[config.mk]
export PLATFORM = sky130hd
export DESIGN_NAME = mult_div_seq
export DESIGN_NICKNAME = d
export VERILOG_FILES = /design/src/rtl/mult_div_seq.sv
export SDC_FILE = /design/constraint.sdc
export NUM_CORES = 1
export LEC_CHECK = 0
export CORE_MARGIN = 3
export CORE_UTILIZATION = 29
export DETAILED_ROUTE_END_ITERATION = 10
export DONT_BUFFER_PORTS = 1
export SETUP_SLACK_MARGIN = 0.4
export SYNTH_ARGS = -nofsm -noshare
export SYNTH_HDL_FRONTEND = slang
export SYNTH_SLANG_ARGS = --single-unit
[constraint.sdc]
create_clock -name Clk -period 6.6 [get_ports Clk]
set_input_delay 0.66 -clock Clk [delete_from_list [all_inputs] [get_ports Clk]]
set_output_delay 0.66 -clock Clk [all_outputs]
set_load 0.01 [all_outputs]
[src/rtl/mult_div_seq.sv]
// Iterative signed multiply (radix-2 Booth) / divide (restoring) sequencer.
// Launched by a one-cycle Start pulse; results land on Hi/Lo when Done pulses.
module mult_div_seq #(
   parameter int unsigned WIDTH = 32
) (
   input  logic             Clk,
   input  logic             Reset,
   input  logic             Start,
   input  logic             Op,
   input  logic [WIDTH-1:0] A,
   input  logic [WIDTH-1:0] B,
   output logic             Busy,
   output logic             Done,
   output logic             DivZero,
   output logic [WIDTH-1:0] Hi,
   output logic [WIDTH-1:0] Lo
);

   localparam int unsigned CNT_W = $clog2(WIDTH);
   localparam int unsigned PW    = 2 * WIDTH + 2;

   typedef enum logic [2:0] {
      S_IDLE = 3'd0,
      S_MULT = 3'd1,
      S_DIV  = 3'd2,
      S_FIX  = 3'd3,
      S_DONE = 3'd4
   } state_t;

   state_t             state;
   logic [CNT_W-1:0]   cnt;
   logic [PW-1:0]      prod;
   logic [WIDTH-1:0]   mcand;
   logic [WIDTH-1:0]   dvsr;
   logic [WIDTH-1:0]   rem;
   logic [WIDTH-1:0]   quo;
   logic               a_sign;
   logic               b_sign;

   logic [WIDTH:0]     upper;
   logic [WIDTH:0]     mcand_x;
   logic [WIDTH:0]     booth_sum;
   logic [PW-1:0]      prod_next;
   logic [WIDTH:0]     rem_sh;
   logic [WIDTH-1:0]   rem_sub;
   logic               rem_ge;

   function automatic logic [WIDTH-1:0] mag(input logic [WIDTH-1:0] x);
      return x[WIDTH-1] ? WIDTH'(-x) : x;
   endfunction

   // One Booth step and one restoring-division step, evaluated every cycle.
   always_comb begin
      upper     = prod[PW-1:WIDTH+1];
      mcand_x   = {mcand[WIDTH-1], mcand};
      booth_sum = upper;
      case (prod[1:0])
         2'b01:   booth_sum = upper + mcand_x;
         2'b10:   booth_sum = upper - mcand_x;
         default: booth_sum = upper;
      endcase
      prod_next = {booth_sum[WIDTH], booth_sum, prod[WIDTH:1]};

      rem_sh  = {rem, quo[WIDTH-1]};
      rem_ge  = rem_sh >= {1'b0, dvsr};
      rem_sub = rem_sh[WIDTH-1:0] - dvsr;
   end

   always_ff @(posedge Clk or negedge Reset) begin
      if (!Reset) begin
         state   <= S_IDLE;
         cnt     <= '0;
         prod    <= '0;
         mcand   <= '0;
         dvsr    <= '0;
         rem     <= '0;
         quo     <= '0;
         a_sign  <= 1'b0;
         b_sign  <= 1'b0;
         Busy    <= 1'b0;
         Done    <= 1'b0;
         DivZero <= 1'b0;
         Hi      <= '0;
         Lo      <= '0;
      end else begin
         case (state)
            S_IDLE: begin
               if (Start) begin
                  cnt    <= CNT_W'(WIDTH - 1);
                  mcand  <= A;
                  prod   <= {(WIDTH + 1)'(0), B, 1'b0};
                  a_sign <= A[WIDTH-1];
                  b_sign <= B[WIDTH-1];
                  quo    <= mag(A);
                  dvsr   <= mag(B);
                  rem    <= '0;
                  if (!Op) begin
                     state <= S_MULT;
                     Busy  <= 1'b1;
                  end else if (B != '0) begin
                     state <= S_DIV;
                     Busy  <= 1'b1;
                  end else begin
                     // Divide by zero: report at once, leave Hi/Lo untouched.
                     state   <= S_DONE;
                     Done    <= 1'b1;
                     DivZero <= 1'b1;
                  end
               end
            end
            S_MULT: begin
               prod <= prod_next;
               cnt  <= cnt - CNT_W'(1);
               if (cnt == '0) begin
                  {Hi, Lo} <= prod_next[2*WIDTH:1];
                  state    <= S_DONE;
                  Busy     <= 1'b0;
                  Done     <= 1'b1;
               end
            end
            S_DIV: begin
               rem <= rem_ge ? rem_sub : rem_sh[WIDTH-1:0];
               quo <= {quo[WIDTH-2:0], rem_ge};
               cnt <= cnt - CNT_W'(1);
               if (cnt == '0) state <= S_FIX;
            end
            S_FIX: begin
               // Quotient takes the XOR of signs, remainder follows the dividend.
               Lo    <= (a_sign ^ b_sign) ? WIDTH'(-quo) : quo;
               Hi    <= a_sign ? WIDTH'(-rem) : rem;
               state <= S_DONE;
               Busy  <= 1'b0;
               Done  <= 1'b1;
            end
            S_DONE: begin
               state   <= S_IDLE;
               Done    <= 1'b0;
               DivZero <= 1'b0;
            end
            default: begin
               state   <= S_IDLE;
               Busy    <= 1'b0;
               Done    <= 1'b0;
               DivZero <= 1'b0;
            end
         endcase
      end
   end

endmodule

==> key figures, run 1 <==
Synth
  – Post-synth EDFFs: 0
  – Ys flop type: dfrtp_1
  – Register area share after synthesis: 0.369
  – Post-Syn Instances: 2195
  – Yosys top cell area share: 0.369
  – Synth top area cells: dfrtp_1 37%, nand2_1 7.5%, o21ai_0 6.3%
  – Count of cell types in the netlist: 68
  – Synth Cell Area: 18200 sq um
  – Yosys warning total: 0
  – #FFs+latches synth: 269
  – Fraction of registers with async set/reset: 1.00
  – Net Count, Synth: 2337
  – Syn Area/Cell: 8.30 sq um
  – Cell taking the most area after synthesis: dfrtp_1

Die
  – Die area: 65900 sq um
  – Die width: 257 microns
  – Starting Density: 0.294
  – Die H: 257 microns
  – Core Area: 61900 sq um
  – Site Rows: 91
  – I/O pin count: 135

Clock tree
  – CTS buffer count: 31
  – Postcts setup bufs: 0
  – Root Driver: clkbuf_16
  – Clk_lat worst skew: 0.58 ns
  – Clk sinks: 269
  – Max Root-Sink Buffers: 3
  – CTS tree: done
  – PostCTS Resize Cnt: 0
  – CTS H-Tree Depth: 1
  – Clock-pin slew on the worst setup and hold paths: 0.06 ns

Timing
  – Worst setup margin: 1.27 ns
  – Clock skew: 0.0142 ns
  – Min Tclk post-route: 5.33 ns
  – RSZ-0062 raised after global routing: no
  – Final worst-path cycle share: 0.808
  – Final hold vios: 269
  – Worst slew margin: 0.155
  – Hold Slack: -0.214 ns
  – Final Slew Violations: 0
  – Top achievable clock speed: 188 MHz
  – Final setup violation count: 0
  – Worst-Margin Slew: 1.26 ns
  – Final TNS setup: 0 ns

Power
  – Pwr Density: 639 nW/um^2
  – Pleak: 0.00875 uW
  – Peak supply drop: 0.342 mV

Global route
  – Remaining Overflow, GRT: 0
  – Number of global-route vias before repair: 15604
  – Largest net degree at the start of global routing: 270
  – Met1 Use GR: 0.249
  – GR peak layer: met2
  – Met3 usage in global routing: 0.0465
  – M2 GR Usage: 0.305
  – Initial antenna violation count: 2
  – First-pass GRT wire length: 97.9 mm
  – Total track usage: 0.188

Placement
  – DP Worst Slack: 1.36 ns
  – Detailed placement HPWL: 48.1 mm
  – PortBufs: 0
  – Gpl congestion: 0.904
  – Placed cells: 2932

Layout
  – Commonest non-fill, non-tap cell in the layout: nand2_1
  – Layout cells sized above 1: 0.0470
  – Final core occ: 0.323
  – Most frequent cells in the layout: 363 x nand2_1, 269 x dfrtp_1, 229 x o21ai_0
  – Layout Cells excl Fill: 2988
  – NumNets Final: 2270
  – Fillcell total: 6501
  – Area delta synth->final: 9.92%
  – N_diodes: 0

Outcome
  – Run status: finished with violations
  – Failing checks: hold timing

Worst setup path
  – Crit path DAT: 5.77 ns
  – Critical path peak fanout: 6
  – WS Path Type: reg2reg
  – Worst path required time: 7.04 ns
  – Worst setup SP type: flip-flop
  – Endpoint class of the critical path: flip-flop

Drt
  – Final WL: 64.4 mm
  – Final ANT Viol Nets: 0
  – Vias: 16461
  – Vias per cell: 5.51
  – First-pass iteration count of the detailed router: 5
  – WL/cell: 21.6 microns
  – DRC Markers: 0
  – Starting DRT DRC Count: 1519

Hold path
  – Hold Crit Class: in2async

Job
  – Max-Cap Viols: 0
## metal layers
metal	routed length, microns	part of all wire
met1	28400	0.44
met2	29400	0.46
met3	4990	0.077
met4	1650	0.026
met5	0	0
## kinds of logic (layout without fill, tap and decap cells)
| kind of cell | Yosys count | in the layout | share of synthesized area |
|---|---|---|---|
| xor gates and xnor gates | 208 | 208 | 0.100 |
| AOI/OAI and AO/OA | 700 | 700 | 0.241 |
| buffers and inverters | 198 | 154 | 0.0411 |
| muxes | 36 | 36 | 0.0199 |
| adders and majority gates | 74 | 74 | 0.0516 |
| and+or+nand+nor | 710 | 710 | 0.177 |
| DFF | 269 | 269 | 0.369 |
## power breakdown
part,internal [uW],total (uW),switching (uW)
Combinational,2860,7530,4670
Sequential,2380,3520,1140
Clock,1010,1740,727
## worst max-delay path, cell delays in order, from the launching register on
cell and delay [ns]:
dfrtp_1 0.44, or4_1 0.56, or4_1 0.44, nor4_1 0.33, and2_1 0.27, nand2_1 0.07, nor2_1 0.24, a31oi_1 0.14
xnor2_1 0.32, ha_1 0.35, a21o_1 0.22, o21ai_0 0.18, a21oi_1 0.09, or2_2 0.30, nor4b_1 0.15, a2111oi_1 0.64
o21ai_0 0.16, a21oi_1 0.19, o22ai_1 0.10
## cells in the mapped netlist, types with 14 or more instances
library cell  number
dfrtp_1          269
nand2_1          364
or3_1             17
a31oi_1           24
xnor2_1           94
nand2b_1          21
buf_1             16
o22ai_1           35
inv_1             78
a22oi_1           62
nor4_1            16
xor2_1           114
o21ai_0          229
nand3_1           33
nor3_1            39
or4_1             24
mux2i_1           34
clkbuf_1         100
a21oi_1          148
o41ai_1           14
a21o_1            33
o31ai_1           32
ha_1              72
a22o_1            17
nor2_1           120
o22a_1            25
## worst paths after layout
kind / start / to / slack (ns) / cells past startpoint
max in group asynchronous: Reset / prod[58] / 6.37 / 0
min reg2reg: dvsr[12] / dvsr[12] / 0.49 / 2
max: mcand[5] / Hi[31] / 1.27 / 18
min in group Clk: A[29] / mcand[29] / 0.19 / 2
max reg2reg: mcand[5] / Hi[31] / 1.27 / 18
min: Reset / prod[8] / -0.21 / 0
## registers in the layout (all words and copies together), names as in the netlist
name	count
Hi	32
quo	32
Done	1
mcand	32
b_sign	1
DivZero	1
dvsr	32
rem	32
Lo	32
prod	65
cnt	5
state	3
Busy	1
## layout make-up
type / count / area [sq um] / area share
multi-input cells: 1728 / 10800 / 0.539
flip-flops and latches: 269 / 6730 / 0.336
well taps: 837 / 1050 / 0.0523
clock buffers: 41 / 883 / 0.0441
inverters: 78 / 293 / 0.0146
repair buffers: 20 / 150 / 0.00750
clock inverters: 15 / 136 / 0.00681
## stage by stage
stage / instance area (sq um) / power, uW
global placement: 19000 / 10800
CTS: 20000 / 12700
floorplan: 18200 / 8680
finish: 20000 / 12800
detailed placement: 19000 / 11000
global route: 20000 / 13800
No activity file was read; power rests on OpenSTA's default activity.
==> inputs of run 2 (changes only) <==
Clock period 6.6 ns to 4.9 ns, I/O delays scaled along.
==> run 2 against run 1 <==
  * The run still ends with hold timing left
  * Routed wire length up 0.63%
  * Non-clock buffer count is 40 higher
  * Design area up 4.0%
  * Count of clock-buffer cells in the layout decreased by 3
  * Sequential share of layout area decreased by 1.3 points
  * Maximum frequency rose by 19%
  * Via count grew 1.2%
  * Critical path type unchanged
  * Critical endpoint is now Hi[19]
  * Largest power group unchanged
==> key figures, run 2 (same netlist as run 1, synthesis figures left out) <==
Outcome
  – Run status: finished with violations
  – Failing checks: hold timing

Drt
  – Final WL: 64.9 mm
  – First-pass iteration count of the detailed router: 5
  – Vias per cell: 5.50
  – DRC Markers: 0
  – Final ANT Viol Nets: 0
  – WL/cell: 21.4 microns
  – Vias: 16658
  – Starting DRT DRC Count: 1495

Timing
  – Worst slew margin: 0.218
  – Min Tclk post-route: 4.47 ns
  – RSZ-0062 raised after global routing: yes
  – Final TNS setup: 0 ns
  – Worst-Margin Slew: 1.17 ns
  – Top achievable clock speed: 224 MHz
  – Hold Slack: -0.377 ns
  – Final worst-path cycle share: 0.912
  – Final setup violation count: 0
  – Clock skew: 0.00990 ns
  – Final hold vios: 269
  – Final Slew Violations: 0

Placement
  – Detailed placement HPWL: 48.5 mm
  – Area of placed instances: 19200 sq um
  – PortBufs: 0
  – Gpl congestion: 0.892
  – Placed cells: 2956

Worst setup path
  – Worst setup SP type: flip-flop
  – Crit path DAT: 4.91 ns
  – Endpoint class of the critical path: flip-flop
  – Critical path peak fanout: 6
  – Worst path required time: 5.34 ns
  – WS Path Type: reg2reg
  – Worst R2R Path Depth: 19

Power
  – NetSw: 9160 uW
  – Total power: 18300 uW
  – Sw Ratio: 0.500
  – Pleak: 0.00906 uW
  – Pint: 9160 uW
  – Sequential share of power: 0.259
  – Pwr Density: 880 nW/um^2
  – Comb power frac: 0.599
  – Peak supply drop: 0.335 mV
  – Clock power share: 0.142

Die
  – Starting Density: 0.294
  – Die width: 257 microns
  – I/O pin count: 135
  – Site Rows: 91
  – Core Area: 61900 sq um
  – Die H: 257 microns
  – Die area: 65900 sq um

Global route
  – Initial antenna violation count: 1
  – Total track usage: 0.189
  – Number of global-route vias before repair: 15793
  – M2 GR Usage: 0.310
  – First-pass GRT wire length: 98.1 mm
  – Met1 Use GR: 0.251
  – Largest net degree at the start of global routing: 270
  – Remaining Overflow, GRT: 0
  – GR peak layer: met2
  – Met3 usage in global routing: 0.0416

Layout
  – Largest register FFs: 65
  – Fin area: 20800 sq um
  – N_diodes: 0
  – Multi-input logic area: 11200 sq um
  – Fillcell total: 6467
  – Register area: 6730 sq um
  – Reg with most FFs: prod
  – Layout Cells excl Fill: 3028
  – NumNets Final: 2309
  – Most frequent cells in the layout: 360 x nand2_1, 269 x dfrtp_1, 220 x o21ai_0
  – Layout cells sized above 1: 0.0908
  – Area delta synth->final: 14.4%
  – Commonest non-fill, non-tap cell in the layout: nand2_1

Clock tree
  – Clk sinks: 269
  – CTS tree: done
  – Clk_lat worst skew: 0.57 ns
  – Max Root-Sink Buffers: 3
  – Root Driver: clkbuf_16
  – CTS H-Tree Depth: 1
  – CTS buffer count: 30
  – Clock-pin slew on the worst setup and hold paths: 0.07 ns

Hold path
  – Hold Crit Class: in2async

Job
  – Max-Cap Viols: 0
## run 2: cell types whose count changed in the layout (fill, tap and decap cells not counted), moves of 4 or more
cell       delta
buf_4        +37
a21oi_1      -10
o21ai_0       -9
a21oi_2       +8
clkinv_2      -7
nor3_1        -6
bufinv_16     +5
ha_1          -5
ha_2          +4
nor3_2        +4
o21ai_1       +4
o21ai_2       +4
## run 2: stage by stage
stage               setup WS (ns)  utilization
floorplan                   0.404            -
global placement            0.113        0.310
detailed placement         0.0607        0.310
CTS                         0.367        0.331
global route                0.243        0.336
finish                      0.430        0.336
## run 2: metal layers
layer  vias to the layer above  share of wire
met5                         -              0
met4                         0          0.026
met3                        90          0.074
met2                       517           0.46
met1                      8220           0.44
li1                       7831              -
## run 2: cell type report
type,count,area share
clock inverters,18,0.0141
inverters,78,0.0141
well taps,837,0.0503
multi-input cells,1728,0.536
flip-flops and latches,269,0.323
repair buffers,60,0.0222
clock buffers,38,0.0404
## run 2: path summary, 6_finish.rpt
| kind | start | end | slack (ns) |
|---|---|---|---|
| min in group Clk | A[23] | mcand[23] | 0.03 |
| worst min-delay path | Reset | prod[8] | -0.38 |
| worst min register to register | dvsr[27] | dvsr[27] | 0.48 |
| worst max-delay path | mcand[6] | Hi[19] | 0.43 |
| worst max register to register | mcand[6] | Hi[19] | 0.43 |
| max in group asynchronous | Reset | Hi[30] | 4.84 |
## run 2: worst max-delay path, cell delays in order (launching register included)
cell       delay (ns)
dfrtp_1          0.38
or4_4            0.53
buf_4            0.15
nor4b_2          0.21
buf_4            0.17
nand2_1          0.07
buf_4            0.17
o21bai_1         0.14
xor2_1           0.28
ha_2             0.38
nand4_1          0.13
a2111oi_0        0.07
buf_4            0.18
or3_1            0.39
a21oi_1          0.24
xnor2_1          0.15
o21ai_0          0.19
buf_4            0.21
nor2_1           0.17
o22ai_1          0.12
## run 2: repair_timing
item | CTS | global route
cloned | 0 | 0
pin swaps | 18 | 39
hold endpoints to repair | 269 | 269
setup buffers | 8 | 8
resized for setup | 28 | 56
setup endpoints to repair | 8 | 29
## run 2: power groups by stage
stage	Clock, uW	Sequential (uW)	Combinational [uW]
3_3_place_gp	0	4710	10100
2_1_floorplan	0	4060	7650
4_1_cts	2630	4720	10400
6_report	2600	4740	11000
5_1_grt	2720	4870	12100
3_5_place_dp	0	4740	10200
==> inputs of run 3 (changes only) <==
Settings changed: RECOVER_POWER from default to 100, TNS_END_PERCENT from default to 30.
==> run 3 against run 2 <==
  * The run ends with hold timing, capacitance limit, slew limit left
  * Register-to-register slack worse by 0.04 ns
  * First-iteration DRC count down 3.0%
  * Design area shrank 1.1%
  * Combinational power about the same
  * Sequential power hardly changed
  * Largest power group unchanged
==> key figures, run 3 (same netlist as run 1, synthesis figures left out) <==
Outcome
  – Run status: finished with violations
  – Failing checks: hold timing, capacitance limit, slew limit

Timing
  – Top achievable clock speed: 222 MHz
  – Final hold vios: 269
  – Clock skew: 0.0109 ns
  – Worst-Margin Slew: 2.26 ns
  – Final TNS setup: 0 ns
  – Worst slew margin: -0.505
  – Hold Slack: -0.378 ns
  – Min Tclk post-route: 4.51 ns
  – Final setup violation count: 0
  – RSZ-0062 raised after global routing: yes
  – Worst setup margin: 0.395 ns
  – Final Slew Violations: 141
  – Final worst-path cycle share: 0.919

Drt
  – WL/cell: 21.4 microns
  – DRC Markers: 0
  – Final ANT Viol Nets: 0
  – Vias per cell: 5.50
  – Final WL: 64.6 mm
  – Vias: 16619
  – Starting DRT DRC Count: 1450
  – First-pass iteration count of the detailed router: 5

Worst setup path
  – Worst setup SP type: flip-flop
  – Critical path peak fanout: 6
  – Endpoint class of the critical path: flip-flop
  – Largest delay share family, worst path: simple AND/OR/NAND/NOR gates
  – CP Buf/Inv Count: 3
  – Worst path required time: 5.35 ns
  – WS Path Type: reg2reg
  – Crit-path cells: or4_4 -> clkbuf_4 -> nor4b_1 -> buf_4 -> nand2_1 -> buf_4 -> nor2_1 -> nor2_1 -> xnor2_1 -> ha_1 -> a21oi_1 -> o221ai_2 -> a21oi_1 -> o21ai_2 -> or4_1 -> a31oi_1 -> xnor2_1 -> o21ai_2 -> a31o_2
  – CP max stage cell: or4_4
  – Crit path largest cell delay: 0.53 ns
  – Crit path DAT: 4.96 ns

Global route
  – Remaining Overflow, GRT: 0
  – Initial antenna violation count: 1
  – Number of global-route vias before repair: 15777
  – Total track usage: 0.189
  – Largest net degree at the start of global routing: 270
  – First-pass GRT wire length: 98.0 mm

Clock tree
  – Clock-pin slew on the worst setup and hold paths: 0.07 ns
  – CTS tree: done
  – Clk_lat worst skew: 0.57 ns
  – CTS H-Tree Depth: 1
  – CTS buffer count: 30
  – Root Driver: clkbuf_16
  – Clk sinks: 269
  – Max Root-Sink Buffers: 3

Layout
  – Reg with most FFs: prod
  – Commonest non-fill, non-tap cell in the layout: nand2_1
  – Area delta synth->final: 13.1%
  – Layout cells sized above 1: 0.0778
  – Fillcell total: 6488
  – Largest register FFs: 65
  – Most frequent cells in the layout: 362 x nand2_1, 269 x dfrtp_1, 223 x o21ai_0
  – Multi-input logic area: 11000 sq um
  – NumNets Final: 2304
  – Register area: 6730 sq um

Die
  – Site Rows: 91
  – Die H: 257 microns
  – Core Area: 61900 sq um
  – Starting Density: 0.294
  – Die area: 65900 sq um
  – I/O pin count: 135
  – Die width: 257 microns

Power
  – Total power: 18100 uW
  – Pleak: 0.00898 uW
  – Peak supply drop: 0.332 mV
  – Pwr Density: 877 nW/um^2

Placement
  – Gpl congestion: 0.892
  – DP Worst Slack: 0.0607 ns
  – PortBufs: 0
  – Detailed placement HPWL: 48.5 mm

Job
  – Max-Cap Viols: 3

Hold path
  – Hold Crit Class: in2async
-- run 3: stage by stage --
stage	cell area (sq um)	hold slack, ns	utilization	cells
2_1_floorplan	18200	0.194	-	2195
3_3_place_gp	19200	0.208	0.310	2956
3_5_place_dp	19200	0.208	0.310	2956
4_1_cts	20500	-0.401	0.331	3020
5_1_grt	20600	-0.399	0.333	3023
6_report	20600	-0.378	0.333	3024
-- run 3: where the power goes --
part | internal (uW) | switching, uW | total, uW
Combinational | 4230 | 6500 | 10700
Sequential | 3210 | 1540 | 4740
Clock | 1590 | 1000 | 2590
Total | 9030 | 9040 | 18100
-- run 3: final cells by class --
| class | count | area share |
|---|---|---|
| multi-input combinational | 1728 | 0.534 |
| sequential | 269 | 0.327 |
| tap | 837 | 0.0508 |
| clock buffer | 38 | 0.0409 |
| timing repair buffer | 55 | 0.0193 |
| clock inverter | 18 | 0.0142 |
| inverter | 78 | 0.0142 |
| antenna | 1 | 0.000121 |
-- run 3: final timing paths --
| kind | start | end | slack [ns] | depth (start not counted) |
|---|---|---|---|---|
| max in group asynchronous | Reset | prod[59] | 4.85 | 0 |
| max | mcand[7] | Hi[30] | 0.39 | 19 |
| min | Reset | prod[8] | -0.38 | 0 |
| max reg2reg | mcand[7] | Hi[30] | 0.39 | 19 |
| min reg2reg | dvsr[16] | dvsr[16] | 0.48 | 2 |
| min in group Clk | A[23] | mcand[23] | 0.03 | 2 |
-- run 3: metal layers --
metal,share of wire,up-vias,GRT usage
met1,0.43,8202,0.251
met4,0.026,0,0.0498
met2,0.46,508,0.309
met5,0,-,0
li1,-,7818,-
met3,0.076,91,0.0416
-- run 3: timing repair --
action / CTS / global route
hold endpoints to repair: 269 / 269
gates cloned: 0 / 0
setup buffers: 8 / 3
endpoints found under the setup margin: 8 / 29
resized for setup: 21 / 37
pin swaps: 16 / 17
